File: config.mk
export PLATFORM = sky130hd
export DESIGN_NAME = matmul_system
export DESIGN_NICKNAME = d
export VERILOG_FILES = /design/src/rtl/matmul_pkg.sv /design/src/rtl/matmul_datapath.sv /design/src/rtl/matmul_system.sv /design/src/rtl/matmul_ctrl.sv
export SDC_FILE = /design/constraint.sdc
export NUM_CORES = 1
export LEC_CHECK = 0
export CAP_MARGIN = 15
export CORE_ASPECT_RATIO = 2
export CORE_MARGIN = 2
export CORE_UTILIZATION = 40
export DETAILED_ROUTE_END_ITERATION = 7
export HOLD_SLACK_MARGIN = 0.15
export PLACE_DENSITY = 0.6
export SYNTH_ARGS = -nofsm -noshare
export SYNTH_HDL_FRONTEND = slang
export SYNTH_SLANG_ARGS = --single-unit
File: constraint.sdc
create_clock -name clk -period 8.25 [get_ports clk]
set_input_delay 2.0625 -clock clk [delete_from_list [all_inputs] [get_ports clk]]
set_output_delay 2.0625 -clock clk [all_outputs]
set_load 0.05 [all_outputs]
File: src/rtl/matmul_pkg.sv
// Shared definitions for the matrix-multiply controller slice: FSM encoding and
// a width helper used to size shared buses and counters.
package matmul_pkg;

  typedef enum logic [2:0] {
    IDLE    = 3'd0,
    LOAD_A  = 3'd1,
    LOAD_B  = 3'd2,
    COMPUTE = 3'd3,
    DRAIN   = 3'd4
  } state_t;

  function automatic int unsigned max2(input int unsigned a, input int unsigned b);
    return (a > b) ? a : b;
  endfunction

endpackage

File: src/rtl/matmul_datapath.sv
// Reference multiply datapath: combinational product followed by a LATENCY-deep
// register pipeline that only advances while cen is high.
module matmul_datapath #(
  parameter int unsigned R1      = 2,
  parameter int unsigned C1      = 2,
  parameter int unsigned C2      = 2,
  parameter int unsigned W_A     = 3,
  parameter int unsigned W_B     = 3,
  parameter int unsigned W_C     = W_A + W_B + $clog2(C1),
  parameter int unsigned LATENCY = 2
) (
  input  logic                 clk,
  input  logic                 rst,
  input  logic                 mm_cen,
  input  logic [R1*C1*W_A-1:0] mm_A,
  input  logic [C1*C2*W_B-1:0] mm_B,
  output logic [R1*C2*W_C-1:0] mm_C
);

  localparam int unsigned CWID = R1 * C2 * W_C;

  logic [CWID-1:0] prod;
  logic [W_C-1:0]  acc;
  logic [CWID-1:0] pipe [LATENCY];

  always_comb begin
    prod = '0;
    acc  = '0;
    for (int unsigned i = 0; i < R1; i++) begin
      for (int unsigned j = 0; j < C2; j++) begin
        acc = '0;
        for (int unsigned k = 0; k < C1; k++)
          acc = acc + W_C'(mm_A[(i*C1+k)*W_A +: W_A]) * W_C'(mm_B[(k*C2+j)*W_B +: W_B]);
        prod[(i*C2+j)*W_C +: W_C] = acc;
      end
    end
  end

  always_ff @(posedge clk) begin
    if (rst) begin
      for (int unsigned s = 0; s < LATENCY; s++) pipe[s] <= '0;
    end else if (mm_cen) begin
      pipe[0] <= prod;
      for (int unsigned s = 1; s < LATENCY; s++) pipe[s] <= pipe[s-1];
    end
  end

  assign mm_C = pipe[LATENCY-1];

endmodule

File: src/rtl/matmul_system.sv
// Pairs the stream controller with the multiply datapath.
module matmul_system
  import matmul_pkg::*;
#(
  parameter int unsigned R1      = 2,
  parameter int unsigned C1      = 2,
  parameter int unsigned R2      = 2,
  parameter int unsigned C2      = 2,
  parameter int unsigned W_A     = 3,
  parameter int unsigned W_B     = 3,
  parameter int unsigned W_C     = W_A + W_B + $clog2(C1),
  parameter int unsigned LATENCY = 2
) (
  input  logic                      clk,
  input  logic                      rst,
  input  logic                      s_valid,
  output logic                      s_ready,
  input  logic [max2(W_A, W_B)-1:0] s_data,
  output logic                      m_valid,
  input  logic                      m_ready,
  output logic [W_C-1:0]            m_data,
  output logic                      m_last,
  output logic                      busy
);

  logic                 cen;
  logic [R1*C1*W_A-1:0] a_bus;
  logic [R2*C2*W_B-1:0] b_bus;
  logic [R1*C2*W_C-1:0] c_bus;

  matmul_ctrl #(
    .R1(R1), .C1(C1), .R2(R2), .C2(C2),
    .W_A(W_A), .W_B(W_B), .W_C(W_C), .LATENCY(LATENCY)
  ) u_ctrl (
    .clk(clk), .rst(rst),
    .s_valid(s_valid), .s_ready(s_ready), .s_data(s_data),
    .m_valid(m_valid), .m_ready(m_ready), .m_data(m_data), .m_last(m_last),
    .mm_cen(cen), .mm_A(a_bus), .mm_B(b_bus), .mm_C(c_bus),
    .busy(busy)
  );

  matmul_datapath #(
    .R1(R1), .C1(C1), .C2(C2),
    .W_A(W_A), .W_B(W_B), .W_C(W_C), .LATENCY(LATENCY)
  ) u_dp (
    .clk(clk), .rst(rst),
    .mm_cen(cen), .mm_A(a_bus), .mm_B(b_bus), .mm_C(c_bus)
  );

endmodule

File: src/rtl/matmul_ctrl.sv
// Streams A and B operands in row-major order, holds them for an external
// multiply datapath, then streams the captured C matrix out element by element.
module matmul_ctrl
  import matmul_pkg::*;
#(
  parameter int unsigned R1      = 2,
  parameter int unsigned C1      = 2,
  parameter int unsigned R2      = 2,
  parameter int unsigned C2      = 2,
  parameter int unsigned W_A     = 3,
  parameter int unsigned W_B     = 3,
  parameter int unsigned W_C     = W_A + W_B + $clog2(C1),
  parameter int unsigned LATENCY = 2
) (
  input  logic                          clk,
  input  logic                          rst,
  input  logic                          s_valid,
  output logic                          s_ready,
  input  logic [max2(W_A, W_B)-1:0]     s_data,
  output logic                          m_valid,
  input  logic                          m_ready,
  output logic [W_C-1:0]                m_data,
  output logic                          m_last,
  output logic                          mm_cen,
  output logic [R1*C1*W_A-1:0]          mm_A,
  output logic [R2*C2*W_B-1:0]          mm_B,
  input  logic [R1*C2*W_C-1:0]          mm_C,
  output logic                          busy
);

  localparam int unsigned NA = R1 * C1;
  localparam int unsigned NB = R2 * C2;
  localparam int unsigned NC = R1 * C2;
  localparam int unsigned CW = $clog2(max2(max2(NA, NB), max2(NC, LATENCY + 1)));

  if (C1 != R2) begin : g_bad_dims
    $error("matmul_ctrl: C1 (%0d) must equal R2 (%0d)", C1, R2);
  end
  if (LATENCY < 1) begin : g_bad_latency
    $error("matmul_ctrl: LATENCY must be at least 1");
  end

  state_t          state;
  logic [CW-1:0]   cnt;
  logic [W_A-1:0]  a_mem [NA];
  logic [W_B-1:0]  b_mem [NB];
  logic [W_C-1:0]  c_mem [NC];
  logic            s_fire;
  logic            m_fire;

  assign s_fire = s_valid && s_ready;
  assign m_fire = m_valid && m_ready;

  always_ff @(posedge clk) begin
    if (rst) begin
      state <= IDLE;
      cnt   <= '0;
      for (int unsigned k = 0; k < NA; k++) a_mem[k] <= '0;
      for (int unsigned k = 0; k < NB; k++) b_mem[k] <= '0;
      for (int unsigned k = 0; k < NC; k++) c_mem[k] <= '0;
    end else begin
      unique case (state)
        IDLE: if (s_fire) begin
          a_mem[0] <= s_data[W_A-1:0];
          // A single-element A is already complete after the first beat.
          if (NA == 1) begin
            state <= LOAD_B;
            cnt   <= '0;
          end else begin
            state <= LOAD_A;
            cnt   <= CW'(1);
          end
        end
        LOAD_A: if (s_fire) begin
          for (int unsigned k = 0; k < NA; k++)
            if (cnt == CW'(k)) a_mem[k] <= s_data[W_A-1:0];
          if (cnt == CW'(NA - 1)) begin
            state <= LOAD_B;
            cnt   <= '0;
          end else begin
            cnt <= cnt + CW'(1);
          end
        end
        LOAD_B: if (s_fire) begin
          for (int unsigned k = 0; k < NB; k++)
            if (cnt == CW'(k)) b_mem[k] <= s_data[W_B-1:0];
          if (cnt == CW'(NB - 1)) begin
            state <= COMPUTE;
            cnt   <= '0;
          end else begin
            cnt <= cnt + CW'(1);
          end
        end
        COMPUTE: begin
          if (cnt == CW'(LATENCY)) begin
            for (int unsigned k = 0; k < NC; k++) c_mem[k] <= mm_C[k*W_C +: W_C];
            state <= DRAIN;
            cnt   <= '0;
          end else begin
            cnt <= cnt + CW'(1);
          end
        end
        DRAIN: if (m_fire) begin
          if (cnt == CW'(NC - 1)) begin
            state <= IDLE;
            cnt   <= '0;
          end else begin
            cnt <= cnt + CW'(1);
          end
        end
        default: begin
          state <= IDLE;
          cnt   <= '0;
        end
      endcase
    end
  end

  always_comb begin
    mm_A = '0;
    for (int unsigned k = 0; k < NA; k++) mm_A[k*W_A +: W_A] = a_mem[k];
    mm_B = '0;
    for (int unsigned k = 0; k < NB; k++) mm_B[k*W_B +: W_B] = b_mem[k];
    m_data = '0;
    for (int unsigned k = 0; k < NC; k++)
      if (cnt == CW'(k)) m_data = c_mem[k];
  end

  assign s_ready = (state == IDLE) || (state == LOAD_A) || (state == LOAD_B);
  assign m_valid = (state == DRAIN);
  assign m_last  = (state == DRAIN) && (cnt == CW'(NC - 1));
  assign mm_cen  = (state == COMPUTE) && (cnt != CW'(LATENCY));
  assign busy    = (state != IDLE);

endmodule

* After elaboration in Yosys (flattened, before gate mapping)
Memory sizes are Yosys's and may differ from the RTL's.
Cells that the tools add are included.
** Operators by class
- Equality and inequality tests :: 17
- $mul :: 8
- Reduce and logical (&&, ||, !) cells :: 12
- Muxes and demuxes :: 78
- Bitwise operators :: 15
- Add/subtract/negate cells :: 5
** Operators by type and width (count)
- $mux 28 :: 2
- $mux 7 :: 8
- $mux 3 :: 17
- $mul 3x3->6 :: 8
- $mux 1 :: 44
- $add 6x6->7 :: 4
- $or 1x1->1 :: 15
- $pmux 3 s5 :: 1
- $ne 2x1->1 const B :: 7
- $mux 2 :: 5
- $pmux 2 s4 :: 1
- $reduce_and 8->1 :: 1
- $eq 3x2->1 const B :: 2
- $ne 2x2->1 const B :: 3
- $eq 2x2->1 const B :: 2
- $logic_and 1x1->1 :: 4
- $eq 3x1->1 const B :: 1
- $eq 3x3->1 const B :: 1
- $logic_not 3->1 :: 1
- $reduce_and 3->1 :: 1
- $reduce_bool 3->1 :: 1
- $add 2x1->2 const B :: 1
- $eq 2x1->1 const B :: 1
- $logic_not 2->1 :: 1
- other kinds (2) :: 3
** Storage, ports and cells
- Bits of input ports :: 7
- Word-level logic and storage cells :: 141
- Bits in registers :: 5
- Bits in writable memories :: 108
- Memories kept :: 4
** Memories
- u_dp.pipe :: words 2, bits a word 28, rd ports 2, clocked after Yosys merged registers in 0, wr ports 2, RTL line matmul_datapath.sv:24 : logic [CWID-1:0] pipe [LATENCY];
- u_ctrl.c_mem :: words 4, bits a word 7, rd ports 4, clocked after Yosys merged registers in 0, wr ports 4, RTL line matmul_ctrl.sv:47 : logic [W_C-1:0] c_mem [NC];
- u_ctrl.a_mem :: words 4, bits a word 3, rd ports 4, clocked after Yosys merged registers in 0, wr ports 4, RTL line matmul_ctrl.sv:45 : logic [W_A-1:0] a_mem [NA];
- u_ctrl.b_mem :: words 4, bits a word 3, rd ports 4, clocked after Yosys merged registers in 0, wr ports 4, RTL line matmul_ctrl.sv:46 : logic [W_B-1:0] b_mem [NB];

* Depth between registers and ports, before layout
Gate-level depths: netlist of run 1.
- Depth after elaboration :: 10
- Depth in mapped cells :: 12
- Depth with buffers taken out :: 12

* By module
A second synthesis of run 1 with hierarchy kept.
** Second synthesis, totals
- Cell total of the unflattened synthesis :: 629
- Area total of the unflattened synthesis :: 7141.8 um^2
** By module, submodules not included
- matmul_datapath :: area an instance 4351.7 um^2, instances 1, cells each 376
- matmul_ctrl :: area an instance 2790.2 um^2, instances 1, cells each 253

* Worst setup path after synthesis of run 1
Ideal clock, no wire load.
- Path type :: register to output
- From :: register u_ctrl.cnt[0]
- To :: output port m_data[0]
- Path slack :: 3900 ps
- Data arrival time :: 2287 ps
- Required time :: 6188 ps
- Cell stages (with the launch flop) :: 6
- Cells stage by stage :: dfxtp_1 > inv_1 > ha_1 > nor2b_1 > a221oi_1 > o31ai_1
** Between the ends
- Longest elaborated chain between the ends :: 5
- Elaborated cells between the ends (all ways) :: 8
- Classes of those cells :: 3 x eq/ne; 4 x mux; 1 x reduce/logical
** RTL lines
- from (decl) :: RTL line matmul_ctrl.sv:44 : logic [CW-1:0] cnt;
- from (signal assigned) :: RTL line matmul_ctrl.sv:81 : cnt <= cnt + CW'(1);
- from (signal assigned) :: RTL line matmul_ctrl.sv:91 : cnt <= cnt + CW'(1);
- from (signal assigned) :: RTL line matmul_ctrl.sv:100 : cnt <= cnt + CW'(1);
- $logic_not 2->1 :: RTL line matmul_ctrl.sv:126 : if (cnt == CW'(k)) m_data = c_mem[k];
- $mux 7 (3 in series) :: RTL line matmul_ctrl.sv:126
- $mux 7 * :: RTL line matmul_ctrl.sv:126
- to (decl) :: RTL line matmul_system.sv:21 : output logic [W_C-1:0] m_data,
Every way passes the cells marked *; elsewhere a longest branch is shown, timed or not.

* Worst setup path in the final report of run 1
- From :: register u_ctrl.cnt[1]
- To :: output port m_data[3]
Same word-level chain as after synthesis.

==> results of run 1 <==
[flip-flops by register name, summed over array words and instances, names as in the netlist]
register / count
u_ctrl.cnt: 2
u_dp.pipe: 56
u_ctrl.a_mem: 12
u_ctrl.b_mem: 12
u_ctrl.state: 3
u_ctrl.c_mem: 28
[cell usage in the layout, fill, tap and decap left out, types with 4 or more instances in the layout]
master,Yosys,layout
edfxtp_1,108,108
and2_1,105,105
and3_1,59,59
inv_1,52,52
ha_1,49,49
nand2_1,38,37
fa_1,36,36
clkbuf_16,0,17
clkdlybuf4s50_1,0,17
a21oi_1,15,15
nor2b_1,16,15
nor2_1,15,14
o31ai_1,8,8
a221oi_1,6,6
a21o_1,6,6
o21ai_0,5,5
dfxtp_1,5,5
nand3_1,4,4
nor3_1,4,4
xor2_1,4,4
[layer usage]
| metal | part of all wire | global-route usage |
|---|---|---|
| met5 | 0 | 0 |
| met3 | 0.025 | 0.02959 |
| met4 | 0.048 | 0.09505 |
| met1 | 0.34 | 0.1685 |
| met2 | 0.59 | 0.3261 |
[power by group]
group | switching (mW) | internal [mW]
logic | 0.0764 | 0.0445
clock network | 0.255 | 0.473
registers | 0.0166 | 0.647
[how the worst max path moves through the flow]
stage	slack, ns	end	from
after detailed placement	3.50	m_data[3]	u_ctrl.cnt[1]$_SDFFE_PP0P_
after global placement	3.67	m_data[2]	u_ctrl.cnt[1]$_SDFFE_PP0P_
after global routing	2.86	m_data[3]	u_ctrl.cnt[1]$_SDFFE_PP0P_
final	3.08	m_data[3]	u_ctrl.cnt[1]$_SDFFE_PP0P_
after CTS	3.07	m_data[3]	u_ctrl.cnt[1]$_SDFFE_PP0P_
after floorplan	3.90	m_data[0]	u_ctrl.cnt[0]$_SDFFE_PP0P_
[layout make-up]
cell class                      count  area (sq um)
Clock buffer                       18         429.2
Clock inverter                     14         165.2
Fill cell                        1492          8901
Inverter                           53         198.9
Multi-Input combinational cell    391          3166
Timing Repair Buffer               21         220.2
Sequential cell                   113          3343
Tap cell                          207         259.0
[kinds of logic (layout without fill, tap and decap cells)]
| kind of cell | after synthesis | in the layout | synth area share |
|---|---|---|---|
| AO/OA/AOI/OAI | 49 | 49 | 0.04842 |
| XOR/XNOR | 6 | 6 | 0.007733 |
| adder cells (fa/ha/maj) | 85 | 85 | 0.1963 |
| buffers and inverters | 77 | 106 | 0.04327 |
| flip-flops | 113 | 113 | 0.4920 |
| multiplexers | 1 | 1 | 0.001473 |
| AND/OR/NAND/NOR | 250 | 250 | 0.2108 |
[per-stage QoR]
stage / power, mW / hold WS [ns] / setup slack, ns / utilization / std cells
floorplan: 0.7523 / 0.4692 / 3.900 / - / 581
global placement: 0.7920 / 0.4953 / 3.669 / 0.4292 / 784
detailed placement: 0.7957 / 0.5033 / 3.495 / 0.4292 / 784
CTS: 1.526 / 0.5145 / 3.066 / 0.4648 / 816
global route: 1.571 / 0.5315 / 2.857 / 0.4664 / 817
finish: 1.513 / 0.5030 / 3.076 / 0.4664 / 817
[worst min-delay path, cell delays in order (launching register included)]
cell and delay (ns):
dfxtp_1 0.33, nand2_1 0.06, a21oi_1 0.06
==> reports/metrics.yaml, run 1 <==
flow_run:
  maxCapViolations: 0
route:
  wl_per_cell_um: 17.37
  initialDrtViolationCount: 272
  drt-vias-per-instance: 5.127
  ant_nets: 0
  dr_total_vias: 4189
  drtPass1Iterations: 4
  drc: 0
  routed_wl_um: 14190
logic_synthesis:
  ys_warn_count: 0
  yosysMostFrequentCell: "edfxtp_1"
  synth_cell_types: 38
  syn_nets: 673
  yosysTopAreaCell: "edfxtp_1"
  ys_seq_elements: 113
  synth.cell_area_sq_mm: 0.006795
  syn_inst: 581
  ys.flop_type: "edfxtp_1"
  synth_edf_count: 108
  synth_seq_area_share: 0.4920
  synth_area_leaders: "edfxtp_1 48%, fa_1 11%, and2_1 9.7%, ha_1 9.0%, and3_1 5.4%"
  synth.avg_cell_area_sq_um: 11.70
  synthArstFlopShare: 0
  post-synth-top-area-fraction: 0.4773
  synth_common_cells: "108 x edfxtp_1, 105 x and2_1, 59 x and3_1, 52 x inv_1, 49 x ha_1"
clock_network:
  postCtsHoldBufs: 0
  cts_made_buffers: 17
  cts_tree: "done"
  cts.sinks: 113
  post-cts-setup-buffer-count: 0
  cts.path.max_buffers: 2
  clkSlewWorstSetupHoldPaths_ns: 0.05
  cts-resized-gates: 0
  clock_latency_ns: 0.40
  cts_root_buf: "clkbuf_16"
  htreeDepth: 4
floorplanning:
  core.rowCount: 67
  pin_count: 18
  start_util: 0.4073
  die_h_um: 188.3
  core_region_area_sq_mm: 0.01668
  dieArea_sq_mm: 0.01811
  die_w_um: 96.17
timing:
  fmax_mhz: 193.3
  layout_min_cycle_time_ns: 5.174
  period_share: 0.6272
  hold_viol: 0
  tns_ns: 0
  finalSetupViolations: 0
  fin_skew_ns: 0.01503
  maxSlewHeadroom: 0.2904
  worst_pin_slew_ns: 1.055
  slew_violations: 0
  rsz0062_at_grt: "false"
global_routing:
  grt_pass1_vias: 4427
  grt_max_degree: 57
  grt-ovfl-total: 0
  antenna_found_initial: 0
  grt_usage: 0.1728
  grt_pass1_wl_um: 22900
critical_path:
  cp.required_ns: 6.19
  worst_setup_path_start_kind: "flip-flop"
  endpoint_kind: "output port"
  crit_type: "flip-flop to output port"
  cp_top_family: "buffers and inverters"
  worstPathCellList: "inv_1, ha_1, nor2b_1, a221oi_1, o31ai_1, clkdlybuf4s50_1"
  cp_num_cells: 6
  worst_ep_arrival_time_ns: 3.11
  ff2ff_setup_slack_ns: 4.51
  cp_slowest_cell: "clkdlybuf4s50_1"
  path_buf_inv: 2
  cp_max_fo: 15
  rr_startpoint: "u_ctrl.b_mem[0][1]$_SDFFCE_PN0P_"
  r2r_cells: 11
  slowest_delay_ns: 0.85
  r2r_end: "u_dp.pipe[0][20]$_SDFFCE_PN0P_"
placed_design:
  hpwl_um: 10750
  portBuffers: 17
  placed_cell_area_sq_mm: 0.007159
  place.gp.congestion: 0.9182
layout:
  design_area_sq_mm: 0.007781
  num_antenna_cells: 0
  drive_gt1_frac: 0.06557
  final_nets: 689
  syn_to_final_growth_pct: 14.51
hold_path:
  min_path_type: "flip-flop to flip-flop"
  hold_depth: 2
  min_to: "u_ctrl.cnt[1]$_SDFFE_PP0P_"
  hp-start: "u_ctrl.cnt[1]$_SDFFE_PP0P_"
pwr:
  p_leak_nw: 3.467
  irDropWorstVdd_v: 0.0001329
  power.density_mw_per_mm2: 194.5
outcome:
  status: "complete, no violations"
Note: power is estimated with default switching activity, not from simulation.
==> run 2: changes to the inputs <==
--- a/config.mk
+++ b/config.mk
@@ -11,7 +11,7 @@
 export CORE_UTILIZATION = 40
 export DETAILED_ROUTE_END_ITERATION = 7
 export HOLD_SLACK_MARGIN = 0.15
-export PLACE_DENSITY = 0.6
+export PLACE_DENSITY = 0.62
 export SYNTH_ARGS = -nofsm -noshare
 export SYNTH_HDL_FRONTEND = slang
 export SYNTH_SLANG_ARGS = --single-unit
==> constraint.sdc (replaced) <==
create_clock -name clk -period 4.3 [get_ports clk]
set_input_delay 1.075 -clock clk [delete_from_list [all_inputs] [get_ports clk]]
set_output_delay 1.075 -clock clk [all_outputs]
set_load 0.05 [all_outputs]
==> reports/metrics.yaml, run 2 (same netlist as run 1, synthesis figures left out) <==
route:
  routed_wl_um: 13760  # -3.1%
  drc: 0  # unchanged
  drt-vias-per-instance: 5.106  # -0.41%
  dr_total_vias: 4182  # -0.17%
  wl_per_cell_um: 16.80  # -3.3%
  drtPass1Iterations: 4  # unchanged
  initialDrtViolationCount: 174  # -36%
  ant_nets: 0  # unchanged
clock_network:
  cts.path.max_buffers: 2  # unchanged
  cts_root_buf: "clkbuf_16"
  cts_tree: "done"
  clock_latency_ns: 0.40  # about the same
  htreeDepth: 4  # unchanged
  cts.sinks: 113  # unchanged
  cts_made_buffers: 17  # unchanged
  postCtsHoldBufs: 0  # unchanged
  cts-resized-gates: 0  # unchanged
  post-cts-setup-buffer-count: 0  # unchanged
  clkSlewWorstSetupHoldPaths_ns: 0.05  # about the same
global_routing:
  grt-ovfl-total: 0  # unchanged
  grt_max_degree: 57  # unchanged
  grt_pass1_vias: 4366  # -1.4%
  grt_pass1_wl_um: 21860  # -4.6%
  antenna_found_initial: 0  # unchanged
  grt_usage: 0.1651  # -0.007747
pwr:
  irDropWorstVdd_v: 0.0002235  # +68%
  p_leak_nw: 3.460  # -0.20%
  power.density_mw_per_mm2: 364.5  # +87%
  power.total_mw: 2.828  # +87%
timing:
  tns_ns: 0  # unchanged
  maxSlewHeadroom: 0.3967  # +0.1064
  layout_min_cycle_time_ns: 3.980
  rsz0062_at_grt: "false"
  worst_pin_slew_ns: 0.9049  # -0.1498 ns
  slew_violations: 0  # unchanged
  hold_viol: 0  # unchanged
  finalSetupViolations: 0  # unchanged
  period_share: 0.9256
  fin_skew_ns: 0.009089  # -0.005936 ns
  fmax_mhz: 251.2
placed_design:
  place.gp.congestion: 0.8767  # -4.5%
  hpwl_um: 10630  # -1.1%
  portBuffers: 17  # unchanged
critical_path:
  worst_ep_arrival_time_ns: 2.91  # -0.20 ns
  endpoint_kind: "output port"
  cp.required_ns: 3.22  # -2.97 ns
  worst_setup_path_start_kind: "flip-flop"
  crit_type: "flip-flop to output port"
  cp_max_fo: 8  # -7
  r2r_cells: 11  # unchanged
layout:
  num_antenna_cells: 0  # unchanged
  drive_gt1_frac: 0.07353  # +0.007956
  reg.largest.list: "u_dp.pipe: 56 flops, u_ctrl.c_mem: 28 flops"
  largest_reg_flops: 56  # unchanged
  final_common_cell: "edfxtp_1"
  syn_to_final_growth_pct: 14.20
  regMostFlops: "u_dp.pipe"
  final_core_util: 0.4652  # -0.001275
  final_cell_mix: "108 x edfxtp_1, 105 x and2_1, 59 x and3_1"
  final_nets: 692  # +0.44%
hold_path:
  min_path_type: "flip-flop to flip-flop"
  hold_depth: 2  # unchanged
floorplanning:
  die_h_um: 188.3  # unchanged
  die_w_um: 96.17  # unchanged
  core_region_area_sq_mm: 0.01668  # unchanged
  start_util: 0.4073  # unchanged
  dieArea_sq_mm: 0.01811  # unchanged
  pin_count: 18  # unchanged
  core.rowCount: 67  # unchanged
outcome:
  status: "complete, no violations"
flow_run:
  maxCapViolations: 0  # unchanged
## run 2: changes by cell type in the layout (fill, tap and decap cells not counted), sizes merged
cell / delta
buf: +3
clkinvlp: +2
bufinv: -1
clkbuf: -1
clkinv: -1
## run 2: final cells by class
type / instances / area, sq um
fill: 1523 / 8922
sequential: 113 / 3343
multi-input combinational: 391 / 3168
clock buffer: 17 / 425.4
tap: 207 / 259.0
timing repair buffer: 24 / 222.7
inverter: 53 / 198.9
clock inverter: 14 / 142.6
## run 2: final timing paths
| check | start | end | slack [ns] |
|---|---|---|---|
| worst min register to register | u_ctrl.cnt[1]$_SDFFE_PP0P_ | u_ctrl.cnt[1]$_SDFFE_PP0P_ | 0.50 |
| worst min-delay path | u_ctrl.cnt[1]$_SDFFE_PP0P_ | u_ctrl.cnt[1]$_SDFFE_PP0P_ | 0.50 |
| worst max-delay path | u_ctrl.cnt[0]$_SDFFE_PP0P_ | m_data[2] | 0.32 |
| worst max register to register | u_ctrl.a_mem[2][0]$_SDFFCE_PN0P_ | u_dp.pipe[0][20]$_SDFFCE_PN0P_ | 0.63 |
## run 2: critical path: stages, from the launching register on
cell             delay [ns]
dfxtp_1                0.37
inv_1                  0.12
ha_1                   0.40
nor2b_2                0.39
a221oi_1               0.14
o31ai_1                0.25
clkdlybuf4s50_1        0.84
## run 2: power by group
group	internal [mW]	leakage (nW)	switching [mW]
Clock	0.844	0.265	0.484
Sequential	1.24	1.16	0.0276
Combinational	0.0853	2.04	0.145
## run 2: per-layer routing
layer | share of wire | GRT usage | vias up
li1 | - | - | 2032
met1 | 0.34 | 0.1493 | 2060
met2 | 0.61 | 0.3232 | 67
met3 | 0.022 | 0.03399 | 23
met4 | 0.029 | 0.08297 | 0
met5 | 0 | 0 | -
## run 2: stage by stage
stage	hold slack, ns	instances	setup slack, ns	cell area [sq um]
after global placement	0.4868	788	0.6695	7189
after global routing	0.5257	819	0.1456	7760
after CTS	0.5064	819	0.1405	7757
final	0.5005	819	0.3199	7760
after detailed placement	0.4991	788	0.5779	7189
after floorplan	0.4692	581	0.9377	6795
